## src/rtl/fetch_unit_if.sv

```systemverilog
// Bus bundle for the fetch stage: instruction-memory read port plus the
// valid/ready handoff towards decode. The master side is the fetch unit.
interface fetch_unit_if #(
  parameter int unsigned ADDR_W = 32,
  parameter int unsigned DATA_W = 32
) ();

  // Instruction-memory read port
  logic              imem_req;
  logic [ADDR_W-1:0] imem_addr;
  logic              imem_ack;
  logic [DATA_W-1:0] imem_rdata;

  // Decode handoff
  logic              instr_valid;
  logic [DATA_W-1:0] instr;
  logic [ADDR_W-1:0] instr_pc;
  logic              dec_ready;

  modport master (
    output imem_req,
    output imem_addr,
    input  imem_ack,
    input  imem_rdata,
    output instr_valid,
    output instr,
    output instr_pc,
    input  dec_ready
  );

  modport slave (
    input  imem_req,
    input  imem_addr,
    output imem_ack,
    output imem_rdata,
    input  instr_valid,
    input  instr,
    input  instr_pc,
    output dec_ready
  );

endinterface

```

## src/rtl/fetch_unit.sv

```systemverilog
// Instruction-fetch stage: captures the PC, reads instruction memory over a
// req/ack handshake with wait states, and hands the word to decode under
// valid/ready. Flushed responses are discarded; halt is sticky until reset.
module fetch_unit #(
  parameter int unsigned ADDR_W = 32,
  parameter int unsigned DATA_W = 32
) (
  input  logic              clock,
  input  logic              reset,
  input  logic [ADDR_W-1:0] programCounter,
  input  logic              flush,
  input  logic              halt,
  output logic              pc_advance,
  fetch_unit_if.master      bus,
  output logic              halted,
  output logic [31:0]       fetch_count
);

  typedef enum logic [1:0] {
    StIdle,
    StReq,
    StFull,
    StHalted
  } state_e;

  state_e            state_q, state_d;
  logic              imem_req_q, imem_req_d;
  logic [ADDR_W-1:0] imem_addr_q, imem_addr_d;
  logic              instr_valid_q, instr_valid_d;
  logic [DATA_W-1:0] instr_q, instr_d;
  logic [ADDR_W-1:0] instr_pc_q, instr_pc_d;
  logic              pc_advance_q, pc_advance_d;
  logic              halted_q, halted_d;
  logic [31:0]       fetch_count_q, fetch_count_d;
  logic              drop_q, drop_d;
  logic              halt_pend_q, halt_pend_d;

  // Next-state and registered-output logic
  always_comb begin
    state_d       = state_q;
    imem_req_d    = imem_req_q;
    imem_addr_d   = imem_addr_q;
    instr_valid_d = instr_valid_q;
    instr_d       = instr_q;
    instr_pc_d    = instr_pc_q;
    pc_advance_d  = 1'b0;
    halted_d      = halted_q;
    fetch_count_d = fetch_count_q;
    drop_d        = drop_q;
    halt_pend_d   = halt_pend_q;

    unique case (state_q)
      StIdle: begin
        // A pending halt can reach IDLE through a flush out of FULL
        if (halt || halt_pend_q) begin
          state_d  = StHalted;
          halted_d = 1'b1;
        end else begin
          imem_addr_d  = programCounter;
          imem_req_d   = 1'b1;
          pc_advance_d = 1'b1;
          state_d      = StReq;
        end
      end

      StReq: begin
        // The request is never withdrawn; a flush only marks the reply stale
        if (flush) drop_d = 1'b1;
        if (halt) halt_pend_d = 1'b1;
        if (bus.imem_ack) begin
          imem_req_d = 1'b0;
          if (drop_q || flush) begin
            drop_d = 1'b0;
            if (halt_pend_q || halt) begin
              state_d  = StHalted;
              halted_d = 1'b1;
            end else begin
              state_d = StIdle;
            end
          end else begin
            instr_d       = bus.imem_rdata;
            instr_pc_d    = imem_addr_q;
            instr_valid_d = 1'b1;
            state_d       = StFull;
          end
        end
      end

      StFull: begin
        if (flush) begin
          // Flush wins over a simultaneous dec_ready: nothing is handed off
          instr_valid_d = 1'b0;
          state_d       = StIdle;
          if (halt) halt_pend_d = 1'b1;
        end else if (bus.dec_ready) begin
          fetch_count_d = fetch_count_q + 32'd1;
          instr_valid_d = 1'b0;
          if (halt || halt_pend_q) begin
            state_d  = StHalted;
            halted_d = 1'b1;
          end else begin
            imem_addr_d  = programCounter;
            imem_req_d   = 1'b1;
            pc_advance_d = 1'b1;
            state_d      = StReq;
          end
        end else if (halt) begin
          halt_pend_d = 1'b1;
        end
      end

      StHalted: begin
        imem_req_d    = 1'b0;
        instr_valid_d = 1'b0;
        halted_d      = 1'b1;
      end

      default: begin
        state_d = StIdle;
      end
    endcase
  end

  // State and output registers with asynchronous active-low reset
  always_ff @(posedge clock or negedge reset) begin
    if (!reset) begin
      state_q       <= StIdle;
      imem_req_q    <= 1'b0;
      imem_addr_q   <= '0;
      instr_valid_q <= 1'b0;
      instr_q       <= '0;
      instr_pc_q    <= '0;
      pc_advance_q  <= 1'b0;
      halted_q      <= 1'b0;
      fetch_count_q <= '0;
      drop_q        <= 1'b0;
      halt_pend_q   <= 1'b0;
    end else begin
      state_q       <= state_d;
      imem_req_q    <= imem_req_d;
      imem_addr_q   <= imem_addr_d;
      instr_valid_q <= instr_valid_d;
      instr_q       <= instr_d;
      instr_pc_q    <= instr_pc_d;
      pc_advance_q  <= pc_advance_d;
      halted_q      <= halted_d;
      fetch_count_q <= fetch_count_d;
      drop_q        <= drop_d;
      halt_pend_q   <= halt_pend_d;
    end
  end

  assign bus.imem_req    = imem_req_q;
  assign bus.imem_addr   = imem_addr_q;
  assign bus.instr_valid = instr_valid_q;
  assign bus.instr       = instr_q;
  assign bus.instr_pc    = instr_pc_q;
  assign pc_advance      = pc_advance_q;
  assign halted          = halted_q;
  assign fetch_count     = fetch_count_q;

endmodule

```

## src/flat_wrapper.sv

```systemverilog
// flat-port wrapper written by rule: the top's interface ports become plain ports
module fetch_unit_flat 
#(
  parameter int unsigned ADDR_W = 32,
  parameter int unsigned DATA_W = 32
)
  (clock, reset, programCounter, flush, halt, pc_advance, halted, fetch_count, bus_imem_req, bus_imem_addr, bus_imem_ack, bus_imem_rdata, bus_instr_valid, bus_instr, bus_instr_pc, bus_dec_ready);
  fetch_unit_if #(.ADDR_W(ADDR_W), .DATA_W(DATA_W)) bus_i ();
  input  logic clock;
  input  logic reset;
  input  logic [ADDR_W-1:0] programCounter;
  input  logic flush;
  input  logic halt;
  output logic pc_advance;
  output logic halted;
  output logic [31:0] fetch_count;
  output wire logic [$bits(bus_i.imem_req)-1:0] bus_imem_req;
  output wire logic [$bits(bus_i.imem_addr)-1:0] bus_imem_addr;
  input wire logic [$bits(bus_i.imem_ack)-1:0] bus_imem_ack;
  input wire logic [$bits(bus_i.imem_rdata)-1:0] bus_imem_rdata;
  output wire logic [$bits(bus_i.instr_valid)-1:0] bus_instr_valid;
  output wire logic [$bits(bus_i.instr)-1:0] bus_instr;
  output wire logic [$bits(bus_i.instr_pc)-1:0] bus_instr_pc;
  input wire logic [$bits(bus_i.dec_ready)-1:0] bus_dec_ready;
  assign bus_imem_req = bus_i.imem_req;
  assign bus_imem_addr = bus_i.imem_addr;
  assign bus_i.imem_ack = bus_imem_ack;
  assign bus_i.imem_rdata = bus_imem_rdata;
  assign bus_instr_valid = bus_i.instr_valid;
  assign bus_instr = bus_i.instr;
  assign bus_instr_pc = bus_i.instr_pc;
  assign bus_i.dec_ready = bus_dec_ready;
  fetch_unit #(.ADDR_W(ADDR_W), .DATA_W(DATA_W)) u_core (.clock(clock), .reset(reset), .programCounter(programCounter), .flush(flush), .halt(halt), .pc_advance(pc_advance), .bus(bus_i), .halted(halted), .fetch_count(fetch_count));
endmodule
```

## config.mk

```make
export PLATFORM = sky130hd
export DESIGN_NAME = fetch_unit_flat
export DESIGN_NICKNAME = d
export VERILOG_FILES = /design/src/rtl/fetch_unit_if.sv /design/src/rtl/fetch_unit.sv /design/src/flat_wrapper.sv
export SDC_FILE = /design/constraint.sdc
export NUM_CORES = 1
export LEC_CHECK = 0
export CORE_MARGIN = 2
export CORE_UTILIZATION = 40
export DETAILED_ROUTE_END_ITERATION = 16
export DONT_BUFFER_PORTS = 1
export GPL_TIMING_DRIVEN = 0
export PLACE_DENSITY_LB_ADDON = 0.12
export SLEW_MARGIN = 10
export SYNTH_ARGS = -nofsm -noshare
export SYNTH_HDL_FRONTEND = slang
export SYNTH_SLANG_ARGS = --single-unit
```

## constraint.sdc

```tcl
create_clock -name clock -period 2 [get_ports clock]
set_input_delay 0.4 -clock clock [delete_from_list [all_inputs] [get_ports clock]]
set_output_delay 0.4 -clock clock [all_outputs]
set_load 0.1 [all_outputs]
```

==> impl_metrics.py <==
metrics = {
    "cts": {
        "cts_htree_levels": 4,
        "clk_latency_ns": 0.41,
        "cts_buffers": 17,
        "cts.path.max_buffers": 2,
        "cts_root_buf": "clkbuf_16",
        "path_clk_slew_ns": 0.06,
        "cts_tree": "built",
        "cts.sinks": 136,
    },
    "yosys": {
        "syn_inst": 384,
        "seq_area_frac_synth_pct": 62.0,
        "syn_nets": 459,
        "synth_seq_cells": 136,
        "synth_top_area_share_pct": 62.0,
        "yosysWarnings": 0,
        "synth_top_cell_by_area": "dfrtp_1",
        "synth_area_um2": 5490,
        "synth.avg_cell_area_um2": 14.3,
        "netlist_top_cells_area": "dfrtp_1, mux2_2, xnor2_1",
        "synth.distinct_cells": 38,
    },
    "layout": {
        "layout-drive-gt1-share_pct": 45.2,
        "postLayoutCellArea_um2": 6540,
        "layout_common_cells": "dfrtp_1, mux2_2, xnor2_1",
        "nFillCells": 1208,
        "seq_area_um2": 3480,
        "layout_commonest_cell": "dfrtp_1",
        "fin_nets": 487,
        "multi_input_area_um2": 2040,
        "syn2layout_area_growth_pct": 19.1,
    },
    "global_routing": {
        "grt_start_max_net_pins": 137,
        "grt_pass1_vias": 3318,
        "grt_overflow": 0,
        "grt.total_usage_pct": 15.9,
        "grt_pass1_wl_um": 17800,
        "antenna_found_initial": 1,
    },
    "setup_path": {
        "r2r_end": "u_core.fetch_count[25]",
        "r2r_slack_ns": 0.08,
        "critPathSlowestCell": "dfrtp_4",
        "path_cells": "nand4_1 > buf_4 > nor4_4 > buf_4 > nand4_1 > xnor2_1",
        "rr_startpoint": "u_core.fetch_count[4]",
        "crit_type": "reg2reg",
        "worstPathRequired_ns": 2.28,
        "cp_max_fo": 6,
        "slowest_delay_ns": 0.64,
        "startpoint_type": "flip-flop",
        "endpoint_kind": "flip-flop",
        "cp.arrival_ns": 2.20,
        "ff2ff_path_depth": 6,
    },
    "job": {
        "cap_viol_max_count": 0,
    },
    "timing": {
        "hold_viol": 136,
        "whs_ns": -0.323,
        "tightest_slew_ns": 1.02,
        "fin_crit_sh_pct": 96.0,
        "fmax_mhz": 521,
        "finalCriticalPeriod_ns": 1.92,
        "finalSetupViolCount": 0,
        "relSlewSlack_pct": 32.2,
        "worst_clock_skew_ns": 0.00934,
        "rsz0062_at_grt": "true",
        "drv_slew": 0,
    },
    "status": {
        "violations": "negative hold slack",
        "status": "finished, violations left",
    },
    "place": {
        "routabilityCongestion": 0.702,
        "dp_hpwl_um": 8030,
        "place_area_um2": 5740,
        "port_buffers": 0,
    },
    "floorplan": {
        "die_w_um": 121,
        "die_area_um2": 14700,
        "rows": 42,
        "io_pins": 202,
        "dieHeight_um": 121,
        "core_area_um2": 13300,
        "initial_core_util_pct": 41.1,
    },
    "detailed_routing": {
        "drc": 0,
        "ant_nets": 0,
        "drt-total-wl_um": 11500,
        "dr_total_vias": 3109,
        "drt_iter0_markers": 115,
        "wl_per_cell_um": 19.2,
        "viasPerCell": 5.16,
        "dr.pass1.iters": 4,
    },
    "min_path": {
        "hold_path.class": "in2async",
    },
}
-- how the worst max path moves through the flow --
stage / end / from / depth (start not counted)
after floorplan: u_core.fetch_count[29] / u_core.fetch_count[13] / 5
after global routing: u_core.bus.instr_pc[15] / u_core.state_q[1] / 6
final: u_core.fetch_count[25] / u_core.fetch_count[4] / 6
after detailed placement: u_core.bus.instr[13] / u_core.state_q[1] / 7
after CTS: u_core.fetch_count[20] / u_core.fetch_count[0] / 6
after global placement: u_core.bus.instr[17] / u_core.state_q[1] / 7
-- layer usage --
layer  wire length, um  vias to the layer above  GRT usage (%)
li1                  -                     1407              -
met1              4450                     1557           18.2
met2              5650                      132           25.1
met3              1270                       13           8.51
met4               165                        0           6.03
met5                 0                        -              0
-- synth_stat cells --
| cell type | count |
|---|---|
| o21ai_2 | 1 |
| mux2_1 | 1 |
| xor2_1 | 4 |
| and4_1 | 4 |
| o22ai_1 | 1 |
| o211ai_1 | 1 |
| and3_1 | 7 |
| nand4b_1 | 1 |
| and4b_1 | 1 |
| dfrtp_1 | 136 |
| nand2_1 | 14 |
| ha_1 | 5 |
| and2_1 | 4 |
| a31o_2 | 1 |
| clkbuf_1 | 1 |
| nor2b_1 | 3 |
| buf_2 | 12 |
| mux2_2 | 97 |
| nor2_2 | 1 |
| o41ai_1 | 1 |
| a211oi_1 | 1 |
| nor4_2 | 2 |
| nor3_1 | 3 |
| nand4_1 | 13 |
| a21oi_1 | 2 |
| a21o_1 | 1 |
| inv_1 | 5 |
| a21boi_0 | 1 |
| a2bb2oi_1 | 1 |
| or2_2 | 3 |
| o22a_1 | 1 |
| xnor2_1 | 27 |
| nand3_1 | 11 |
| nand2b_1 | 2 |
| nor2_1 | 11 |
| buf_4 | 2 |
| o21ai_0 | 1 |
| o31ai_1 | 1 |
-- per-stage QoR --
stage / hold slack (ns) / cells / util, % / TNS (ns) / setup slack [ns]
floorplan: 0.104 / 384 / - / 0 / 0.0403
global placement: 0.108 / 560 / 43.0 / -19.34 / -0.274
detailed placement: 0.108 / 560 / 43.0 / -21.22 / -0.300
CTS: -0.342 / 595 / 48.3 / -0.0568 / -0.0220
global route: -0.348 / 601 / 49.0 / -0.233 / -0.0190
finish: -0.323 / 602 / 49.0 / 0 / 0.0805
-- timing repair --
item / CTS / global route
buffers inserted: 4 / 5
cloned: 0 / 2
resized for setup: 32 / 15
setup endpoints to repair: 110 / 53
endpoints found under the hold margin: 136 / 136
pin swaps: 3 / 5
-- kinds of logic after synthesis --
kind of cell | count (synthesis) | share of synthesized area, %
multiplexers | 98 | 20.1
AND/OR/NAND/NOR | 80 | 8.18
XOR/XNOR | 31 | 4.95
AO/OA/AOI/OAI | 14 | 1.87
flip-flops | 136 | 62.0
adder cells (fa/ha/maj) | 5 | 1.14
buffers and inverters | 20 | 1.78
-- final cells by class --
class,count,share of cell area (%)
sequential,136,53.1
multi-input combinational,228,31.1
clock buffer,21,7.04
tap,176,3.37
clock inverter,11,2.24
buffer,14,1.59
timing repair buffer,10,1.17
inverter,5,0.287
antenna,1,0.0383
-- flip-flops by register name (all words and copies together), names as in the netlist --
name / cells
u_core.bus.imem_addr: 32
u_core.bus.instr: 32
u_core.bus.instr_pc: 32
u_core.fetch_count: 32
u_core.state_q: 2
u_core.bus.imem_req: 1
u_core.bus.instr_valid: 1
u_core.drop_q: 1
u_core.halt_pend_q: 1
u_core.halted: 1
u_core.pc_advance: 1
-- critical path, delay by kind of cell, from the launching register on --
| family | cells | cell delay (ns) |
|---|---|---|
| XOR/XNOR | 1 | 0.18 |
| flip-flops | 1 | 0.64 |
| AND/OR/NAND/NOR | 3 | 0.57 |
| buffers and inverters | 2 | 0.38 |
Power is not shown: default switching activity piles up to over one toggle a cycle in this logic, so the estimate is an artifact.
